## src/rtl/mem_port_arbiter_pkg.sv

```systemverilog
// Shared types for the main-memory port arbiter: FSM states, grant ids,
// default widths and the one-hot to grant-id helper.
package mem_port_arbiter_pkg;

    localparam int ARB_ADDR_BITS    = 32;
    localparam int ARB_LINE_BITS    = 128;
    localparam int ARB_WORD_BITS    = 32;
    localparam int ARB_LINE_OFF     = 4;
    localparam int ARB_STARVE_LIMIT = 15;

    typedef enum logic [1:0] {
        ST_IDLE = 2'd0,
        ST_BUSY = 2'd1,
        ST_RESP = 2'd2
    } arb_state_e;

    typedef enum logic [1:0] {
        GNT_NONE = 2'd0,
        GNT_IC   = 2'd1,
        GNT_DC   = 2'd2,
        GNT_STB  = 2'd3
    } gnt_id_e;

    // Bit positions inside the one-hot grant vector.
    localparam int unsigned OH_IC  = 0;
    localparam int unsigned OH_DC  = 1;
    localparam int unsigned OH_STB = 2;

    function automatic gnt_id_e onehot_to_gnt(input logic [2:0] oh);
        gnt_id_e id;
        case (oh)
            3'b001:  id = GNT_IC;
            3'b010:  id = GNT_DC;
            3'b100:  id = GNT_STB;
            default: id = GNT_NONE;
        endcase
        return id;
    endfunction

endpackage

```

## src/rtl/mem_arb_prio.sv

```systemverilog
// Combinational priority select for the memory port: drain escalation
// (full buffer or starvation), read-after-write protection, then dc > ic > stb.
module mem_arb_prio
    import mem_port_arbiter_pkg::*;
(
    input  logic       ic_req_i,
    input  logic       dc_req_i,
    input  logic       stb_req_i,
    input  logic       stb_full_i,
    input  logic       starve_hit_i,
    input  logic       line_match_i,
    output logic [2:0] grant_o
);

    always_comb begin
        grant_o = 3'b000;
        if (stb_req_i && (stb_full_i || starve_hit_i)) begin
            grant_o[OH_STB] = 1'b1;
        end else if (stb_req_i && dc_req_i && line_match_i) begin
            // A dcache fill must not read the line before the older store lands.
            grant_o[OH_STB] = 1'b1;
        end else if (dc_req_i) begin
            grant_o[OH_DC] = 1'b1;
        end else if (ic_req_i) begin
            grant_o[OH_IC] = 1'b1;
        end else if (stb_req_i) begin
            grant_o[OH_STB] = 1'b1;
        end else begin
            grant_o = 3'b000;
        end
    end

endmodule

```

## src/rtl/mem_port_arbiter.sv

```systemverilog
// Main-memory port arbiter: one transaction at a time between icache fill,
// dcache fill and store-buffer drain; IDLE -> BUSY -> RESP handshake.
module mem_port_arbiter
    import mem_port_arbiter_pkg::*;
#(
    parameter int ADDR_BITS    = ARB_ADDR_BITS,
    parameter int LINE_BITS    = ARB_LINE_BITS,
    parameter int WORD_BITS    = ARB_WORD_BITS,
    parameter int LINE_OFF     = ARB_LINE_OFF,
    parameter int STARVE_LIMIT = ARB_STARVE_LIMIT
)(
    input  logic                 clk,
    input  logic                 rst,
    input  logic                 icReq,
    input  logic [ADDR_BITS-1:0] icAddr,
    output logic                 icAck,
    output logic [LINE_BITS-1:0] icData,
    input  logic                 dcReq,
    input  logic [ADDR_BITS-1:0] dcAddr,
    output logic                 dcAck,
    output logic [LINE_BITS-1:0] dcData,
    input  logic                 stbReq,
    input  logic [ADDR_BITS-1:0] stbAddr,
    input  logic [WORD_BITS-1:0] stbData,
    input  logic                 stbFull,
    output logic                 stbAck,
    output logic                 memReq,
    output logic                 memWe,
    output logic [ADDR_BITS-1:0] memAddr,
    output logic [WORD_BITS-1:0] memWData,
    input  logic                 memAck,
    input  logic [LINE_BITS-1:0] memRData
);

    localparam int STARVE_W = $clog2(STARVE_LIMIT + 1);

    arb_state_e           state_q;
    gnt_id_e              gnt_q;
    logic [STARVE_W-1:0]  starve_q;
    logic [STARVE_W-1:0]  starve_d;
    logic                 icAck_q;
    logic                 dcAck_q;
    logic                 stbAck_q;
    logic [LINE_BITS-1:0] icData_q;
    logic [LINE_BITS-1:0] dcData_q;
    logic                 memReq_q;
    logic                 memWe_q;
    logic [ADDR_BITS-1:0] memAddr_q;
    logic [WORD_BITS-1:0] memWData_q;

    logic                 starve_hit;
    logic                 line_match;
    logic                 any_req;
    logic [2:0]           win_oh;
    gnt_id_e              win_id;
    logic [ADDR_BITS-1:0] win_addr;

    assign starve_hit = (starve_q == STARVE_W'(STARVE_LIMIT));
    assign line_match = (dcAddr[ADDR_BITS-1:LINE_OFF] == stbAddr[ADDR_BITS-1:LINE_OFF]);
    assign any_req    = icReq | dcReq | stbReq;

    mem_arb_prio u_prio (
        .ic_req_i     (icReq),
        .dc_req_i     (dcReq),
        .stb_req_i    (stbReq),
        .stb_full_i   (stbFull),
        .starve_hit_i (starve_hit),
        .line_match_i (line_match),
        .grant_o      (win_oh)
    );

    assign win_id = onehot_to_gnt(win_oh);

    always_comb begin
        win_addr = '0;
        case (win_id)
            GNT_IC:  win_addr = icAddr;
            GNT_DC:  win_addr = dcAddr;
            GNT_STB: win_addr = stbAddr;
            default: win_addr = '0;
        endcase
    end

    // Starvation only accrues in IDLE, where the drain actually competes.
    always_comb begin
        starve_d = starve_q;
        if (state_q == ST_IDLE) begin
            if (!stbReq || win_oh[OH_STB]) begin
                starve_d = '0;
            end else if (!starve_hit) begin
                starve_d = starve_q + STARVE_W'(1);
            end else begin
                starve_d = starve_q;
            end
        end else begin
            starve_d = starve_q;
        end
    end

    always_ff @(posedge clk) begin
        if (rst) begin
            state_q    <= ST_IDLE;
            gnt_q      <= GNT_NONE;
            starve_q   <= '0;
            icAck_q    <= 1'b0;
            dcAck_q    <= 1'b0;
            stbAck_q   <= 1'b0;
            icData_q   <= '0;
            dcData_q   <= '0;
            memReq_q   <= 1'b0;
            memWe_q    <= 1'b0;
            memAddr_q  <= '0;
            memWData_q <= '0;
        end else begin
            starve_q <= starve_d;
            case (state_q)
                ST_IDLE: begin
                    if (any_req) begin
                        state_q    <= ST_BUSY;
                        gnt_q      <= win_id;
                        memReq_q   <= 1'b1;
                        memWe_q    <= win_oh[OH_STB];
                        memAddr_q  <= win_addr;
                        memWData_q <= win_oh[OH_STB] ? stbData : '0;
                    end
                end
                ST_BUSY: begin
                    if (memAck) begin
                        state_q  <= ST_RESP;
                        memReq_q <= 1'b0;
                        memWe_q  <= 1'b0;
                        case (gnt_q)
                            GNT_IC: begin
                                icAck_q  <= 1'b1;
                                icData_q <= memRData;
                            end
                            GNT_DC: begin
                                dcAck_q  <= 1'b1;
                                dcData_q <= memRData;
                            end
                            GNT_STB: stbAck_q <= 1'b1;
                            default: ;
                        endcase
                    end
                end
                ST_RESP: begin
                    state_q  <= ST_IDLE;
                    gnt_q    <= GNT_NONE;
                    icAck_q  <= 1'b0;
                    dcAck_q  <= 1'b0;
                    stbAck_q <= 1'b0;
                end
                default: state_q <= ST_IDLE;
            endcase
        end
    end

    assign icAck    = icAck_q;
    assign dcAck    = dcAck_q;
    assign stbAck   = stbAck_q;
    assign icData   = icData_q;
    assign dcData   = dcData_q;
    assign memReq   = memReq_q;
    assign memWe    = memWe_q;
    assign memAddr  = memAddr_q;
    assign memWData = memWData_q;

endmodule
```

## config.mk

```make
export PLATFORM = sky130hd
export DESIGN_NAME = mem_port_arbiter
export DESIGN_NICKNAME = d
export VERILOG_FILES = /design/src/rtl/mem_port_arbiter_pkg.sv /design/src/rtl/mem_arb_prio.sv /design/src/rtl/mem_port_arbiter.sv
export SDC_FILE = /design/constraint.sdc
export NUM_CORES = 1
export LEC_CHECK = 0
export CAP_MARGIN = 25
export CORE_AREA = 2 2 231 233
export CTS_CLUSTER_DIAMETER = 200
export DETAILED_ROUTE_END_ITERATION = 10
export DIE_AREA = 0 0 233 235
export HOLD_SLACK_MARGIN = 0.12
export PLACE_DENSITY = 0.61
export SYNTH_ARGS = -nofsm -noshare
export SYNTH_HDL_FRONTEND = slang
export SYNTH_HIERARCHICAL = 1
export SYNTH_SLANG_ARGS = --single-unit
```

## constraint.sdc

```tcl
create_clock -name clk -period 6.6 [get_ports clk]
set_input_delay 1.32 -clock clk [delete_from_list [all_inputs] [get_ports clk]]
set_output_delay 1.32 -clock clk [all_outputs]
set_load 0.01 [all_outputs]
```

## Word level (Yosys, flattened, before mapping)

Cells that the tools add are included.

| storage, ports and cells | value |
|---|---|
| word-level logic and storage cells | 88 |
| input port bits | 263 |
| flip-flop bits (word level) | 333 |
| output and inout bits | 325 |

| operators by class | value |
|---|---|
| $add $sub $neg | 1 |
| multiplexer cells | 34 |
| reductions and logical operators | 20 |
| equality and inequality tests | 19 |
| bitwise logic cells | 2 |

Operator list:

| kind | number |
|---|---|
| case mux 32 bit (3 select lines) | 1 |
| 2-to-1 mux 32 bit | 1 |
| equality test 28 bit | 1 |
| AND reduction 3 bit | 6 |
| 2-to-1 mux 1 bit | 16 |
| 2-to-1 mux 2 bit | 6 |
| equality test 2 bit, second input constant | 5 |
| case mux 1 bit (2 select lines) | 5 |
| 2-to-1 mux 4 bit | 2 |
| != test 2 bit, second input constant | 4 |
| case mux 2 bit (2 select lines) | 2 |
| AND reduction 2 bit | 4 |
| equality test 2 x 1 -> 1 bit, second input constant | 3 |
| case mux 2 bit (3 select lines) | 1 |
| nonzero test 2 bit | 3 |
| adder 4 x 1 -> 4 bit, second input constant | 1 |
| equality test 4 bit, second input constant | 1 |
| != test 2 x 1 -> 1 bit, second input constant | 2 |
| equality test 3 x 1 -> 1 bit, second input constant | 1 |
| equality test 3 x 2 -> 1 bit, second input constant | 1 |
| equality test 3 bit, second input constant | 1 |
| logical AND 1 bit | 3 |
| zero test 2 bit | 1 |
| logical OR 1 bit | 2 |
| 2 further kinds | 3 |

## Longest topological paths before layout

Gate-level depths: netlist of the first run.

| depth | value |
|---|---|
| depth in word-level cells | 9 |
| mapped depth | 13 |
| depth with buffers taken out | 10 |

## By module

The synthesis of the first run kept the hierarchy.

By module, submodules not included:

| module | cells an instance | area each (um^2) | instances | seq. area each (um^2) |
|---|---|---|---|---|
| mem_port_arbiter | 1638 | 12799.8 | 1 | 6666.4 |
| mem_arb_prio | 7 | 51.3 | 1 | 0.0 |

## Worst setup path before layout of the first run

Ideal clock, no wire load.

| path | value |
|---|---|
| path type | input -> register |
| start | input stbAddr[15] |
| end | register memAddr_q[10] (netlist: memAddr[10]) |
| library setup time | 132 ps |
| required time | 6468 ps |
| buffers on the path | 3 |
| stages | 13 |
| data arrival time | 3249 ps |
| slack | 3219 ps |
| path through | xor2_1 nor4_1 nand4_1 nor4_1 and2_1 o41a_1 buf_4 or2_1 clkbuf_1 buf_2 o22ai_1 o211ai_1 a21oi_1 |

| between the ends | value |
|---|---|
| cells in the longest elaborated chain, start to end | 8 |
| elaborated cells between the ends (all ways) | 14 |
| classes of those cells | 7 x eq/ne; 6 x mux; 1 x reduce/logical |

Ends and longest elaborated chain:

| element | RTL line | RTL |
|---|---|---|
| start, declared | mem_port_arbiter.sv:23 | `input logic [ADDR_BITS-1:0] stbAddr,` |
| equality test 28 bit (*) | mem_port_arbiter.sv:59 | `assign line_match = (dcAddr[ADDR_BITS-1:LINE_OFF] == stbAddr[ADDR_BITS-1:LINE_OFF]);` |
| net line_match | mem_port_arbiter.sv:52 | `logic line_match;` |
| logical AND 1 bit (*) | mem_arb_prio.sv:19 | `end else if (stb_req_i && dc_req_i && line_match_i) begin` |
| 2-to-1 mux 1 bit (*) | mem_arb_prio.sv:19 |  |
| 2-to-1 mux 1 bit (*) | mem_arb_prio.sv:17 | `if (stb_req_i && (stb_full_i \|\| starve_hit_i)) begin` |
| net win_oh[2] | mem_port_arbiter.sv:54 | `logic [2:0] win_oh;` |
| equality test 3 bit (tied with other cells) | mem_port_arbiter_pkg.sv:31 | `case (oh)` |
| case mux 2 bit (3 select lines) (*) | mem_port_arbiter_pkg.sv:31 |  |
| equality test 2 bit / equality test 2 x 1 -> 1 bit (equally long branches) | mem_port_arbiter.sv:76 | `case (win_id)` |
| case mux 32 bit (3 select lines) (*) | mem_port_arbiter.sv:76 |  |
| end signal, assigned | mem_port_arbiter.sv:123 | `memAddr_q <= win_addr;` |
| end, declared | mem_port_arbiter.sv:48 | `logic [ADDR_BITS-1:0] memAddr_q;` |

Mark *: on every way through the listed nets, which the timed path passes. The rest lies on a longest branch.
A chain may end at the register's enable or synchronous reset.

## Final worst setup path of the first run

| path | value |
|---|---|
| start | input dcAddr[31] |
| end | register memAddr_q[18] (netlist: memAddr[18]) |

| between the ends | value |
|---|---|
| cells in the longest elaborated chain, start to end | 8 |
| elaborated cells between the ends (all ways) | 14 |
| classes of those cells | 7 x eq/ne; 6 x mux; 1 x reduce/logical |

Ends and longest elaborated chain:

| element | RTL line | RTL |
|---|---|---|
| start, declared | mem_port_arbiter.sv:19 | `input logic [ADDR_BITS-1:0] dcAddr,` |
| equality test 28 bit (*) | mem_port_arbiter.sv:59 |  |
| net line_match | mem_port_arbiter.sv:52 |  |
| logical AND 1 bit (*) | mem_arb_prio.sv:19 |  |
| 2-to-1 mux 1 bit (*) | mem_arb_prio.sv:19 |  |
| 2-to-1 mux 1 bit (*) | mem_arb_prio.sv:17 |  |
| net win_oh[2] | mem_port_arbiter.sv:54 |  |
| equality test 3 bit (tied with other cells) | mem_port_arbiter_pkg.sv:31 |  |
| case mux 2 bit (3 select lines) (*) | mem_port_arbiter_pkg.sv:31 |  |
| equality test 2 bit / equality test 2 x 1 -> 1 bit (equally long branches) | mem_port_arbiter.sv:76 |  |
| case mux 32 bit (3 select lines) (*) | mem_port_arbiter.sv:76 |  |

Marked as above.

==> run summary, run 1 <==
Post-Synthesis Cells -> 1645
#FFs+latches synth -> 333
Slew headroom -> 32.59%
Global-route wire length before repair -> 74720 µm
H-tree Lvls -> 2
Ys flop type -> dfxtp_1
Cell with the most instances after synthesis -> nand2_1
Post-CTS setup buffer count -> 0
Achievable clock frequency -> 233.2 MHz
Total power -> 4909 µW
Fin cells -> 2881
Clk slew on worst S/H paths -> 0.06 ns
Largest net degree at the start of global routing -> 142
Die Width -> 233 µm
Util after Layout -> 39.25%
WHS Endpoint -> dcData[5]
Final Hold Vio Count -> 0
Setup TNS -> 0 ns
Async S/R FF share, synth -> 0%
Power per standard cell area -> 239.4 mW/mm²
Synth cell count leaders -> nand2_1, dfxtp_1, a21oi_1
Syn Nets -> 1909
Area fraction of the dominant cell type after synthesis -> 51.87%
CTS max path bufs -> 3
Initial DRT Pass Iterations -> 5
Wire length per cell -> 17.37 µm
Total number of vias -> 13190
Post-route ant nets -> 0
Initial antenna violation count -> 1
Worst-skew pair later-pin latency -> 0.54 ns
Crit share post-route -> 64.96%
Dpl cells -> 2806
Startpoint Class -> input port
Worst r2r src -> starve_q[0]
MaxCap Viol Count -> 0
PortBufs -> 587
Die area -> 0.05476 mm²
Peak VDD IR -> 0.0001597 V
DRC Markers -> 0
Die Y -> 235 µm
Aggregate routed wire length -> 50040 µm
Mapped Avg Cell Area -> 7.812 µm²
Placed instance area -> 0.01910 mm²
# nets final -> 2425
Hold bufs inserted after CTS -> 0
Total leakage power -> 0.006800 µW
CTS Buf Count -> 40
Worst path required time -> 7.01 ns
Worst reg2reg path depth -> 9
CP Data Arrival Time -> 4.70 ns
Core area -> 0.05224 mm²
CTS Sinks -> 333
Critical Path End Type -> flip-flop
Cell variety after synth -> 44
Final GP Congestion -> 0.8722
Fin Clk Skew -> 0.01926 ns
CTS resizes -> 0
Status -> finished clean
Register-to-register setup slack -> 3.46 ns
DR iter-0 viols -> 668
Fin crit period -> 4.288 ns
Worst Hold Depth -> 2
Sequential share of the synthesized area -> 51.87%
YS warnings -> 6
Initial Util -> 24.60%
Unrepaired setup endpoints after global routing -> false
Synth area leader -> dfxtp_1
Hold Startpoint -> dcData[5]
Final instance area -> 0.02050 mm²
Synth Cell Area -> 0.01285 mm²
CP Class -> input port to flip-flop
Fraction of layout cells with a size suffix above 1 -> 4.471%
Hold/Removal Path Class -> flip-flop to flip-flop
Max-slew violations -> 0
Row count -> 84
Area Growth Syn to Fin -> 59.54%
GRT overflow -> 0
DP HPWL -> 35170 µm
# setup viols final -> 0
Max FO, Critical Path -> 24
CTS root buffer -> clkbuf_16
EDFF count, synth -> 0
Synth area leaders -> dfxtp_1, nand2_1, a21oi_1
Worst-margin pin slew -> 1.011 ns
Worst flop-to-flop path endpoint -> memAddr[18]
IO Pins -> 588
CTS tree -> yes
Routed vias/inst -> 4.578
GRT Resource Usage Total -> 17.39%
Vias in the first global route -> 12920
==> worst max-delay path: stages <==
cell	delay, ns
clkdlybuf4s50_1	0.46
xor2_1	0.17
nor4_1	0.42
nand4_1	0.21
nor4_1	0.34
and2_1	0.19
o41a_2	0.23
or2_1	0.80
o22ai_1	0.22
o211ai_1	0.24
a21oi_1	0.08
==> state kept, by name, indices dropped and copies added (netlist names) <==
name      cells
memWData     32
stbAck        1
icData      128
starve_q      4
gnt_q         2
memAddr      32
dcAck         1
memWe         1
dcData      128
state_q       2
icAck         1
memReq        1
==> metal layers <==
layer / track usage (%) / part of all wire [%] / vias up
met4: 7.238 / 3.7 / 0
met5: 0 / 0 / -
met1: 18.78 / 37 / 6131
li1: - / - / 6450
met3: 5.570 / 8.8 / 92
met2: 30.99 / 50 / 517
==> cell usage in the layout (no fill, tap or decap), types with 4 or more instances in the layout <==
cell type,instances
nand2_1,658
clkdlybuf4s50_1,586
dfxtp_1,333
a21oi_1,327
clkbuf_16,41
and2_1,33
o22ai_1,24
o211ai_1,24
xor2_1,16
xnor2_1,14
buf_4,14
nand3_1,12
clkbuf_8,12
nor2_1,9
nor4bb_1,8
a221o_1,8
clkinv_2,6
nor3_1,5
nor4_1,5
nand4_1,4
clkbuf_1,4
==> layout make-up <==
cell class | count | area, µm²
Multi-Input combinational cell | 1182 | 5563
Timing Repair Buffer | 603 | 6021
Clock inverter | 16 | 178.9
Antenna cell | 1 | 2.502
Tap cell | 688 | 860.8
Inverter | 1 | 3.754
Sequential cell | 333 | 6666
Clock buffer | 57 | 1206
Fill cell | 5339 | 31730
==> report_power, final <==
group	total (µW)	internal [µW]	leakage, µW	switching, µW
Sequential	2080	2050	0.00269	27.1
Clock	2280	1390	0.000684	885
Combinational	549	275	0.00343	274
==> how the worst max path moves through the flow <==
stage                      startpoint          end  slack [ns]  depth (start not counted)
after floorplan           stbAddr[15]  memAddr[10]        3.22                         13
after global placement      dcAddr[4]  memAddr[30]        1.67                         12
after global routing       dcAddr[26]  memAddr[18]        2.06                         11
after CTS                   dcAddr[4]  memAddr[27]        2.17                         12
after detailed placement    dcAddr[4]  memAddr[28]        1.57                         12
final                      dcAddr[31]  memAddr[18]        2.31                         11
==> cell families after synthesis <==
kind of cell	Yosys count	share of synthesized area (%)
flops	333	51.87
buf+inv	130	5.024
mux	1	0.07789
fa+ha+maj	1	0.09735
compound gates	395	16.66
simple gates	755	24.22
xor+xnor	30	2.045
==> per-stage QoR <==
stage               worst slack [ns]  hold WS (ns)
global placement               1.669        0.4407
finish                         2.312        0.4507
detailed placement             1.574        0.4455
global route                   2.064        0.4668
floorplan                      3.219        0.4749
CTS                            2.173        0.4533
(Power assumes the default switching activity.)
==> run 2, diff against run 1 <==
--- a/config.mk
+++ b/config.mk
@@ -6,12 +6,12 @@
 export NUM_CORES = 1
 export LEC_CHECK = 0
 export CAP_MARGIN = 25
-export CORE_AREA = 2 2 231 233
+export CORE_AREA = 2 2 230 232
 export CTS_CLUSTER_DIAMETER = 200
 export DETAILED_ROUTE_END_ITERATION = 10
-export DIE_AREA = 0 0 233 235
+export DIE_AREA = 0 0 232 234
 export HOLD_SLACK_MARGIN = 0.12
-export PLACE_DENSITY = 0.61
+export PLACE_DENSITY = 0.64
 export SYNTH_ARGS = -nofsm -noshare
 export SYNTH_HDL_FRONTEND = slang
 export SYNTH_HIERARCHICAL = 1
==> constraint.sdc (replaced) <==
create_clock -name clk -period 3.8 [get_ports clk]
set_input_delay 0.76 -clock clk [delete_from_list [all_inputs] [get_ports clk]]
set_output_delay 0.76 -clock clk [all_outputs]
set_load 0.01 [all_outputs]
==> run 2 against run 1 <==
Clock power grew 57%. Combinational power grew 80%. Sequential power is 74% higher. Via count rose by 0.95%. Core utilization rose by 0.29 points. Clock skew shrank 0.0068 ns. Sequential share of layout area fell by 0.11 points. Die area fell by 0.85%. Total power up 67%. Critical path type unchanged. Largest cell class unchanged. Largest power group is now registers.
==> run summary, run 2 (synthesis gave the netlist of run 1 again) <==
Initial DRT Pass Iterations -> 6
CTS max path bufs -> 3
# nets final -> 2435
Achievable clock frequency -> 273.6 MHz
Wire length per cell -> 17.43 µm
Global-route wire length before repair -> 73850 µm
Max FO, Critical Path -> 14
Power per standard cell area -> 397.7 mW/mm²
Worst reg2reg path depth -> 9
Initial Util -> 24.70%
Max incr delay on CP -> 0.58 ns
Core area -> 0.05202 mm²
GRT overflow -> 0
Critical-path cell list -> clkdlybuf4s50_1 -> xor2_1 -> nor4_1 -> nand4_1 -> nor4_1 -> o31ai_1 -> and2_2 -> buf_4 -> nor4bb_1 -> a221o_1 -> nand3_1 -> a21oi_1
IO Pins -> 588
Status -> finished clean
Fin Clk Skew -> 0.01251 ns
Die area -> 0.05429 mm²
CP delay by family, top -> simple AND/OR/NAND/NOR gates
CTS root buffer -> clkbuf_16
Crit-path most repeated cell -> nor4_1
Max-slew violations -> 0
Aggregate routed wire length -> 50280 µm
GRT Resource Usage Total -> 17.43%
Critical Path End Type -> flip-flop
Final GP Congestion -> 0.8914
H-tree Lvls -> 2
Die Y -> 234 µm
Slew headroom -> 59.07%
Fraction of layout cells with a size suffix above 1 -> 4.508%
PortBufs -> 587
CTS tree -> yes
Row count -> 84
CP Class -> input port to flip-flop
Unrepaired setup endpoints after global routing -> false
DR iter-0 viols -> 659
# setup viols final -> 0
CP Data Arrival Time -> 4.12 ns
Worst-skew pair later-pin latency -> 0.54 ns
Hold/Removal Path Class -> flip-flop to flip-flop
DRC Markers -> 0
Area Growth Syn to Fin -> 60.08%
Startpoint Class -> input port
Total leakage power -> 0.006824 µW
Worst-margin pin slew -> 0.6057 ns
Largest net degree at the start of global routing -> 127
Critical path depth -> 12
Highest-count cells in the layout ignoring fill and taps -> nand2_1, clkdlybuf4s50_1, dfxtp_1
Final instance area -> 0.02057 mm²
CTS Sinks -> 333
Die Width -> 232 µm
Total number of vias -> 13320
Peak VDD IR -> 0.0002977 V
Final Hold Vio Count -> 0
Placed instance area -> 0.01935 mm²
Worst Hold Depth -> 2
Fin crit period -> 3.655 ns
Crit share post-route -> 96.19%
Util after Layout -> 39.54%
Commonest non-fill, non-tap cell in the layout -> nand2_1
Routed vias/inst -> 4.615
CP max-delay cell -> nor4bb_1
Initial antenna violation count -> 2
CTS Buf Count -> 38
DP HPWL -> 35590 µm
Hold bufs inserted after CTS -> 0
CP bufs+invs -> 2
Clk slew on worst S/H paths -> 0.06 ns
MaxCap Viol Count -> 0
Post-route ant nets -> 0
Vias in the first global route -> 12890
Post-CTS setup buffer count -> 0
Worst path required time -> 4.27 ns
-- run 2: cell count changes in the layout (fill, tap and decap cells not counted), sizes merged --
cell and change:
buf +12, bufinv -1, clkbuf -7
-- run 2: stage by stage --
step	total power (µW)	std cells	TNS, ns	hold slack (ns)	setup slack (ns)
floorplan	4071	1645	0	0.4749	0.9790
global placement	4662	2818	-9.850	0.4411	-0.3209
detailed placement	4673	2818	-11.44	0.4462	-0.3734
CTS	8297	2883	0	0.4537	0.2155
global route	8505	2885	0	0.4693	0.04806
finish	8182	2885	0	0.4524	0.1448
-- run 2: tightest hold or removal path: stages (launching register included) --
cell and delay [ns]:
dfxtp_1 0.31, nand2_1 0.05, a21oi_1 0.05
-- run 2: per-layer routing --
layer	global-route usage (%)	routed length (µm)	vias to the layer above
li1	-	-	6451
met5	0	0	-
met2	30.67	24650	554
met4	8.454	2341	0
met3	5.885	4604	102
met1	18.72	18680	6208
-- run 2: worst paths after layout --
kind | startpoint | to | slack, ns
worst max register to register | starve_q[0] | memAddr[12] | 1.10
worst min register to register | dcData[124] | dcData[124] | 0.45
worst min-delay path | dcData[124] | dcData[124] | 0.45
worst max-delay path | stbAddr[16] | memAddr[12] | 0.14
-- run 2: report_power, final --
| part | switching, µW | leakage (µW) | internal [µW] | total, µW |
|---|---|---|---|---|
| Clock | 1500 | 0.000589 | 2080 | 3580 |
| Combinational | 480 | 0.00354 | 507 | 987 |
| Sequential | 47.0 | 0.00269 | 3570 | 3610 |
-- run 2: timing repair --
| action | in CTS | in global routing |
|---|---|---|
| gates resized for setup | 0 | 1 |
| setup endpoints to repair | 0 | 25 |
| endpoints found under the hold margin | 0 | 0 |
-- run 2: final cells by class --
type	count	area, µm²
fillers	5250	31450
flip-flops and latches	333	6666
repair buffers	615	6277
multi-input cells	1182	5563
clock buffers	50	1046
well taps	688	860.8
clock inverters	15	152.6
inverters	1	3.754
diodes	1	2.502
